`src/rtl/alu_muldiv_control_pkg.sv`:
```
// Shared encodings for the ALU control decoder and the mul/div engine.
//   - ALU_OP_*  : ALUControl codes seen by the datapath ALU
//   - FUNCT_*   : R-type funct field values, including HI/LO and mul/div ops
//   - alu_decode  : ALUOp/funct -> ALUControl code plus illegal flag
//   - md_classify : ALUOp/funct -> HI/LO / mul/div operation class
package alu_muldiv_control_pkg;

  localparam logic [3:0] ALU_OP_AND = 4'h0;
  localparam logic [3:0] ALU_OP_OR  = 4'h1;
  localparam logic [3:0] ALU_OP_ADD = 4'h2;
  localparam logic [3:0] ALU_OP_XOR = 4'h3;
  localparam logic [3:0] ALU_OP_SLL = 4'h4;
  localparam logic [3:0] ALU_OP_SRL = 4'h5;
  localparam logic [3:0] ALU_OP_SUB = 4'h6;
  localparam logic [3:0] ALU_OP_SLT = 4'h7;
  localparam logic [3:0] ALU_OP_SRA = 4'h8;
  localparam logic [3:0] ALU_OP_NOR = 4'hC;

  localparam logic [1:0] ALUOP_ADD   = 2'b00;
  localparam logic [1:0] ALUOP_SUB   = 2'b01;
  localparam logic [1:0] ALUOP_RTYPE = 2'b10;

  localparam logic [5:0] FUNCT_SLL   = 6'h00;
  localparam logic [5:0] FUNCT_SRL   = 6'h02;
  localparam logic [5:0] FUNCT_SRA   = 6'h03;
  localparam logic [5:0] FUNCT_JR    = 6'h08;
  localparam logic [5:0] FUNCT_MFHI  = 6'h10;
  localparam logic [5:0] FUNCT_MTHI  = 6'h11;
  localparam logic [5:0] FUNCT_MFLO  = 6'h12;
  localparam logic [5:0] FUNCT_MTLO  = 6'h13;
  localparam logic [5:0] FUNCT_MULT  = 6'h18;
  localparam logic [5:0] FUNCT_MULTU = 6'h19;
  localparam logic [5:0] FUNCT_DIV   = 6'h1A;
  localparam logic [5:0] FUNCT_DIVU  = 6'h1B;
  localparam logic [5:0] FUNCT_ADD   = 6'h20;
  localparam logic [5:0] FUNCT_SUB   = 6'h22;
  localparam logic [5:0] FUNCT_AND   = 6'h24;
  localparam logic [5:0] FUNCT_OR    = 6'h25;
  localparam logic [5:0] FUNCT_XOR   = 6'h26;
  localparam logic [5:0] FUNCT_NOR   = 6'h27;
  localparam logic [5:0] FUNCT_SLT   = 6'h2A;

  typedef struct packed {
    logic [3:0] ctrl;
    logic       illegal;
  } dec_t;

  typedef enum logic [2:0] {
    MD_NONE, MD_MULT, MD_MULTU, MD_DIV, MD_DIVU, MD_MTHI, MD_MTLO
  } md_op_t;

  function automatic dec_t alu_decode(input logic [1:0] alu_op, input logic [5:0] funct);
    dec_t d;
    d.ctrl    = ALU_OP_AND;
    d.illegal = 1'b0;
    case (alu_op)
      ALUOP_ADD: d.ctrl = ALU_OP_ADD;
      ALUOP_SUB: d.ctrl = ALU_OP_SUB;
      ALUOP_RTYPE: begin
        case (funct)
          FUNCT_ADD, FUNCT_JR,
          FUNCT_MFHI, FUNCT_MFLO, FUNCT_MTHI, FUNCT_MTLO,
          FUNCT_MULT, FUNCT_MULTU, FUNCT_DIV, FUNCT_DIVU: d.ctrl = ALU_OP_ADD;
          FUNCT_SUB: d.ctrl = ALU_OP_SUB;
          FUNCT_AND: d.ctrl = ALU_OP_AND;
          FUNCT_OR:  d.ctrl = ALU_OP_OR;
          FUNCT_XOR: d.ctrl = ALU_OP_XOR;
          FUNCT_NOR: d.ctrl = ALU_OP_NOR;
          FUNCT_SLT: d.ctrl = ALU_OP_SLT;
          FUNCT_SLL: d.ctrl = ALU_OP_SLL;
          FUNCT_SRL: d.ctrl = ALU_OP_SRL;
          FUNCT_SRA: d.ctrl = ALU_OP_SRA;
          default:   d.illegal = 1'b1;
        endcase
      end
      default: d.illegal = 1'b1;
    endcase
    return d;
  endfunction

  function automatic md_op_t md_classify(input logic [1:0] alu_op, input logic [5:0] funct);
    md_op_t m;
    m = MD_NONE;
    if (alu_op == ALUOP_RTYPE) begin
      case (funct)
        FUNCT_MULT:  m = MD_MULT;
        FUNCT_MULTU: m = MD_MULTU;
        FUNCT_DIV:   m = MD_DIV;
        FUNCT_DIVU:  m = MD_DIVU;
        FUNCT_MTHI:  m = MD_MTHI;
        FUNCT_MTLO:  m = MD_MTLO;
        default:     m = MD_NONE;
      endcase
    end
    return m;
  endfunction

endpackage

```
`src/rtl/alu_muldiv_control_muldiv_iter.sv`:
```
// Iterative radix-2 multiply/divide engine (one step per clock, WIDTH steps).
// Operands are converted to magnitudes at start; signs are re-applied on the
// hi/lo outputs, which are valid while done is high.
// Ports:
//   clk, rst      : clock, asynchronous active-low reset
//   start         : load operands and begin (ignored while the result is pending)
//   is_signed     : MULT/DIV (1) vs MULTU/DIVU (0)
//   is_div        : divide (1) vs multiply (0)
//   a, b          : multiplicand/dividend, multiplier/divisor
//   done          : one-cycle pulse after the final step
//   hi, lo        : product {hi,lo}, or remainder (hi) / quotient (lo)
module muldiv_iter #(
  parameter int unsigned WIDTH = 32
) (
  input  logic             clk,
  input  logic             rst,
  input  logic             start,
  input  logic             is_signed,
  input  logic             is_div,
  input  logic [WIDTH-1:0] a,
  input  logic [WIDTH-1:0] b,
  output logic             done,
  output logic [WIDTH-1:0] hi,
  output logic [WIDTH-1:0] lo
);

  localparam int unsigned CNT_W = $clog2(WIDTH);

  logic [WIDTH-1:0]   acc;      // partial product high half / partial remainder
  logic [WIDTH-1:0]   lo_reg;   // multiplier bits / dividend-then-quotient bits
  logic [WIDTH-1:0]   opnd;     // multiplicand / divisor magnitude
  logic [CNT_W-1:0]   count;
  logic               running;
  logic               div_r;
  logic               neg_res;  // product or quotient is negative
  logic               neg_r;    // remainder is negative

  logic [WIDTH-1:0]   mag_a;
  logic [WIDTH-1:0]   mag_b;
  logic [WIDTH:0]     add_sum;
  logic [WIDTH:0]     shifted;
  logic               fits;
  logic [WIDTH-1:0]   sub_rem;
  logic [2*WIDTH-1:0] prod;
  logic [2*WIDTH-1:0] prod_fix;

  always_comb begin
    mag_a    = (is_signed && a[WIDTH-1]) ? -a : a;
    mag_b    = (is_signed && b[WIDTH-1]) ? -b : b;
    add_sum  = {1'b0, acc} + {1'b0, opnd};
    shifted  = {acc, lo_reg[WIDTH-1]};
    fits     = (shifted >= {1'b0, opnd});
    sub_rem  = WIDTH'(shifted - {1'b0, opnd});
    prod     = {acc, lo_reg};
    prod_fix = neg_res ? -prod : prod;
    hi       = div_r ? (neg_r ? -acc : acc) : prod_fix[2*WIDTH-1:WIDTH];
    lo       = div_r ? (neg_res ? -lo_reg : lo_reg) : prod_fix[WIDTH-1:0];
  end

  always_ff @(posedge clk or negedge rst) begin
    if (!rst) begin
      acc     <= '0;
      lo_reg  <= '0;
      opnd    <= '0;
      count   <= '0;
      running <= 1'b0;
      div_r   <= 1'b0;
      neg_res <= 1'b0;
      neg_r   <= 1'b0;
      done    <= 1'b0;
    end else begin
      done <= 1'b0;
      if (start && !running) begin
        acc     <= '0;
        lo_reg  <= mag_a;
        opnd    <= mag_b;
        count   <= '0;
        running <= 1'b1;
        div_r   <= is_div;
        neg_res <= is_signed & (a[WIDTH-1] ^ b[WIDTH-1]);
        neg_r   <= is_signed & a[WIDTH-1];
      end else if (running) begin
        if (div_r) begin
          // Restoring step: shift in next dividend bit, subtract if it fits.
          acc    <= fits ? sub_rem : shifted[WIDTH-1:0];
          lo_reg <= {lo_reg[WIDTH-2:0], fits};
        end else if (lo_reg[0]) begin
          acc    <= add_sum[WIDTH:1];
          lo_reg <= {add_sum[0], lo_reg[WIDTH-1:1]};
        end else begin
          acc    <= {1'b0, acc[WIDTH-1:1]};
          lo_reg <= {acc[0], lo_reg[WIDTH-1:1]};
        end
        count <= count + 1'b1;
        if (count == CNT_W'(WIDTH - 1)) begin
          running <= 1'b0;
          done    <= 1'b1;
        end
      end
    end
  end

endmodule

```
`src/rtl/alu_muldiv_control.sv`:
```
// ALU control decoder with HI/LO registers and an iterative mul/div engine.
// Ports:
//   clk, rst        : clock, asynchronous active-low reset
//   valid_in        : ALUOp/funct/src_a/src_b valid this cycle
//   ALUOp, funct    : main-control ALU op and R-type funct field
//   src_a, src_b    : rs / rt operands
//   ALUControl      : registered ALU operation code
//   ctrl_valid      : pulse, ALUControl updated
//   illegal         : pulse, unknown funct or ALUOp=11
//   stall           : valid_in while the engine is busy
//   busy            : engine running
//   done            : pulse, hi/lo updated by mul/div
//   div_by_zero     : sticky until the next accepted mul/div
//   hi, lo          : HI/LO registers
module alu_muldiv_control
  import alu_muldiv_control_pkg::*;
#(
  parameter int unsigned WIDTH  = 32,
  parameter int unsigned CTRL_W = 4
) (
  input  logic              clk,
  input  logic              rst,
  input  logic              valid_in,
  input  logic [1:0]        ALUOp,
  input  logic [5:0]        funct,
  input  logic [WIDTH-1:0]  src_a,
  input  logic [WIDTH-1:0]  src_b,
  output logic [CTRL_W-1:0] ALUControl,
  output logic              ctrl_valid,
  output logic              illegal,
  output logic              stall,
  output logic              busy,
  output logic              done,
  output logic              div_by_zero,
  output logic [WIDTH-1:0]  hi,
  output logic [WIDTH-1:0]  lo
);

  localparam logic [1:0] ST_IDLE = 2'd0;
  localparam logic [1:0] ST_RUN  = 2'd1;
  localparam logic [1:0] ST_DONE = 2'd2;

  logic [1:0]       state;
  logic             accept;
  dec_t             dec;
  md_op_t           md;
  logic             md_is_div;
  logic             md_signed;
  logic             md_start;
  logic             div_zero;
  logic             eng_start;
  logic             eng_done;
  logic [WIDTH-1:0] eng_hi;
  logic [WIDTH-1:0] eng_lo;

  assign busy  = (state == ST_RUN);
  assign stall = valid_in & busy;

  always_comb begin
    accept    = valid_in & ~busy;
    dec       = alu_decode(ALUOp, funct);
    md        = md_classify(ALUOp, funct);
    md_is_div = (md == MD_DIV) || (md == MD_DIVU);
    md_signed = (md == MD_MULT) || (md == MD_DIV);
    md_start  = accept && ((md == MD_MULT) || (md == MD_MULTU) || md_is_div);
    div_zero  = md_is_div && (src_b == '0);
    eng_start = md_start && !div_zero;
  end

  muldiv_iter #(.WIDTH(WIDTH)) u_muldiv_iter (
    .clk       (clk),
    .rst       (rst),
    .start     (eng_start),
    .is_signed (md_signed),
    .is_div    (md_is_div),
    .a         (src_a),
    .b         (src_b),
    .done      (eng_done),
    .hi        (eng_hi),
    .lo        (eng_lo)
  );

  always_ff @(posedge clk or negedge rst) begin
    if (!rst) begin
      state       <= ST_IDLE;
      ALUControl  <= '0;
      ctrl_valid  <= 1'b0;
      illegal     <= 1'b0;
      done        <= 1'b0;
      div_by_zero <= 1'b0;
      hi          <= '0;
      lo          <= '0;
    end else begin
      ctrl_valid <= accept;
      illegal    <= accept & dec.illegal;
      done       <= 1'b0;
      if (accept) ALUControl <= CTRL_W'(dec.ctrl);
      if (accept && md == MD_MTHI) hi <= src_a;
      if (accept && md == MD_MTLO) lo <= src_a;
      if (md_start) div_by_zero <= div_zero;

      case (state)
        ST_RUN: begin
          if (eng_done) begin
            hi    <= eng_hi;
            lo    <= eng_lo;
            done  <= 1'b1;
            state <= ST_DONE;
          end
        end
        default: begin
          // IDLE and DONE both accept; divide by zero bypasses the engine.
          if (md_start) begin
            if (div_zero) begin
              hi    <= src_a;
              lo    <= '1;
              done  <= 1'b1;
              state <= ST_DONE;
            end else begin
              state <= ST_RUN;
            end
          end else begin
            state <= ST_IDLE;
          end
        end
      endcase
    end
  end

endmodule
```
`config.mk`:
```
export PLATFORM = sky130hd
export DESIGN_NAME = alu_muldiv_control
export DESIGN_NICKNAME = d
export VERILOG_FILES = /design/src/rtl/alu_muldiv_control_pkg.sv /design/src/rtl/alu_muldiv_control_muldiv_iter.sv /design/src/rtl/alu_muldiv_control.sv
export SDC_FILE = /design/constraint.sdc
export NUM_CORES = 1
export LEC_CHECK = 0
export CORE_MARGIN = 1
export CORE_UTILIZATION = 60
export DETAILED_ROUTE_END_ITERATION = 16
export HOLD_SLACK_MARGIN = 0.15
export PLACE_DENSITY = 0.83
export SETUP_SLACK_MARGIN = 0.5
export SKIP_CTS_REPAIR_TIMING = 1
export SLEW_MARGIN = 10
export SYNTH_ARGS = -nofsm -noshare
export SYNTH_HDL_FRONTEND = slang
export SYNTH_HIERARCHICAL = 1
export SYNTH_SLANG_ARGS = --single-unit
```
`constraint.sdc`:
```
create_clock -name clk -period 8.2 [get_ports clk]
set_input_delay 0.82 -clock clk [delete_from_list [all_inputs] [get_ports clk]]
set_output_delay 0.82 -clock clk [all_outputs]
set_load 0.05 [all_outputs]
```
==> results.sh <==
export IMPL_async_reset_ff_frac=1.00
export IMPL_ant_nets=0
export IMPL_initial_utilization=0.617
export IMPL_coreArea_mm2=0.0254
export IMPL_clockBufferDepth=2
export IMPL_cp_required_ns=8.50
export IMPL_die_height_um=164
export IMPL_route_layer_met1_wl_mm=19.4
export IMPL_nets=2165
export IMPL_p_seq_frac=0.292
export IMPL_hpwl_mm=37.3
export IMPL_syn2layout_area_growth_pct=13.1
export IMPL_vias=16000
export IMPL_fin_crit_sh=0.526
export IMPL_slew_headroom=0.165
export IMPL_dr_wl_met3_mm=4.86
export IMPL_synth_flop_cell="dfrtp_1"
export IMPL_critPathLaunchType="primary input"
export IMPL_synth_top_cell_area_share=0.288
export IMPL_avgRoutedWirePerCell_um=21.6
export IMPL_dpl_instance_area_mm2=0.0171
export IMPL_synth_area_top_cells="dfrtp_1 29%, ha_1 5.6%, xnor2_1 5.6%"
export IMPL_grt_pass1_vias=15100
export IMPL_finish_utilization=0.697
export IMPL_first_pass_iters=5
export IMPL_p_int_mw=2.75
export IMPL_leakage_nw=7.39
export IMPL_gr_total_overflow=0
export IMPL_yosys_warnings=6
export IMPL_cp_max_fo=38
export IMPL_powerDensity_mw_per_mm2=303
export IMPL_drc=0
export IMPL_pwr_share_comb=0.546
export IMPL_routabilityCongestion=0.961
export IMPL_synth_edf_count=0
export IMPL_ios=149
export IMPL_clk_insertion_delay_late_ns=0.44
export IMPL_numCtsBuffers=17
export IMPL_cts_tree="done"
export IMPL_max_freq_mhz=232
export IMPL_track_usage=0.383
export IMPL_synth_seq_area_share=0.288
export IMPL_hold_viol_final=0
export IMPL_rrSetupSlack_ns=4.11
export IMPL_final_setup_tns_ns=0
export IMPL_status="completed"
export IMPL_worst_slew_pin_slew_ns=1.25
export IMPL_critPathKind="in2reg"
export IMPL_netlist_instances=1972
export IMPL_wl_mm=50.9
export IMPL_grt_max_degree=71
export IMPL_drt_initial_drc_count=2118
export IMPL_pwr_share_clk=0.162
export IMPL_die_area_mm2=0.0268
export IMPL_via_per_inst=6.79
export IMPL_syn_nets=2119
export IMPL_antennaDiodeCount=0
export IMPL_fillCellCount=2109
export IMPL_netSwitchingFraction=0.487
export IMPL_top_layer="met4"
export IMPL_syn_area_per_cell_um2=7.94
export IMPL_slew_violations=0
export IMPL_synth_cell_types=87
export IMPL_drive_gt1_frac=0.0502
export IMPL_cts_clk_slew_worst_paths_ns=0.08
export IMPL_hp_class="in2async"
export IMPL_cp_arrival_ns=4.62
export IMPL_p_switching_mw=2.61
export IMPL_root_buffer="clkbuf_16"
export IMPL_row_count=58
export IMPL_cts_htree_levels=4
export IMPL_finClkSkew_ns=0.0124
export IMPL_die_w_um=164
export IMPL_synth_seq_cells=180
export IMPL_maxCapViolCount=0
export IMPL_setup_viol=0
export IMPL_grt_setup_unrepaired="false"
export IMPL_synthMostInstantiatedCell="nand2_1"
export IMPL_design_area_mm2=0.0177
export IMPL_synth_common_cells="211 x nand2_1, 180 x dfrtp_1, 149 x nor2_1, 147 x a21oi_1, 137 x o21ai_0"
export IMPL_synth_area_leader_cell="dfrtp_1"
export IMPL_clock_sinks=180
export IMPL_end_kind="flop"
export IMPL_antenna_found_initial=0
export IMPL_met2_length_mm=24.0
export IMPL_io_buffers=148
export IMPL_synthesis_area_mm2=0.0157
export IMPL_fin_crit_ns=4.32
export IMPL_peakVddDrop_mv=0.175
export IMPL_grt_pass1_wl_mm=80.1
[critical path: stages]
cell             delay, ns
clkdlybuf4s50_1       0.57
and4bb_4              0.42
nand4_2               0.27
nor2_2                0.18
buf_4                 0.41
inv_1                 0.63
nor2_1                0.83
nor2_1                0.12
a311oi_1              0.26
a21oi_1               0.06
[cell usage in the layout (no fill, tap or decap), drive strengths merged, types with 23 or more instances in the layout]
master         count
a211oi            43
o31ai             26
nand2b            24
and3              39
nor4              30
dfrtp            180
nor2             149
inv               83
nor2b             23
xor2              70
nand4             45
mux2i             37
xnor2            100
clkdlybuf4s50    147
nand3             96
a21o              29
ha                70
nand2            212
a221o             25
o21ai            138
a21oi            147
nor3              42
[stage by stage]
step	setup WS, ns	total power, mW	hold slack [ns]	instances
global route	3.72	5.68	0.373	2360
finish	3.88	5.36	0.341	2360
detailed placement	3.55	4.39	0.477	2329
floorplan	5.04	3.60	0.470	1972
CTS	3.98	5.27	0.353	2360
global placement	3.66	4.31	0.473	2329
[routing by layer]
metal | vias to the layer above | GRT usage
li1 | 7289 | -
met1 | 7587 | 0.476
met2 | 968 | 0.635
met3 | 187 | 0.0582
met4 | 0 | 0.215
met5 | - | 0
[logic make-up (layout without fill, tap and decap cells)]
kind of cell / after synthesis / after routing / share of synthesized area
mux: 50 / 50 / 0.0330
flops: 180 / 180 / 0.288
simple gates: 722 / 722 / 0.231
fa+ha+maj: 72 / 72 / 0.0585
xor+xnor: 170 / 170 / 0.0951
compound gates: 566 / 566 / 0.239
buf+inv: 212 / 270 / 0.0558
[path summary, 6_finish.rpt]
kind                                            from                        to  depth (start not counted)
min in group clk                       ALUControl[0]             ALUControl[0]                          2
worst min-delay path                             rst                     lo[0]                          1
worst max register to register  u_muldiv_iter/acc[1]     u_muldiv_iter/acc[30]                         10
worst max-delay path                        funct[5]  u_muldiv_iter/lo_reg[31]                         10
max in group asynchronous                        rst       u_muldiv_iter/div_r                          2
worst min register to register         ALUControl[0]             ALUControl[0]                          2
[final cells by class]
class | instances | area, um2 | share of cell area
clock inverters | 14 | 186 | 0.0105
well taps | 330 | 413 | 0.0233
flip-flops and latches | 180 | 4510 | 0.254
clock buffers | 17 | 425 | 0.0240
multi-input cells | 1580 | 10300 | 0.582
inverters | 76 | 285 | 0.0161
repair buffers | 163 | 1600 | 0.0900
[power groups by stage]
stage | combinational, mW | clock (mW) | sequential (mW)
finish | 2.93 | 0.869 | 1.56
CTS | 2.86 | 0.874 | 1.54
floorplan | 2.17 | 0 | 1.43
global route | 3.18 | 0.909 | 1.59
detailed placement | 2.84 | 0 | 1.56
global placement | 2.76 | 0 | 1.55
Power figures use the tool's default switching activity.
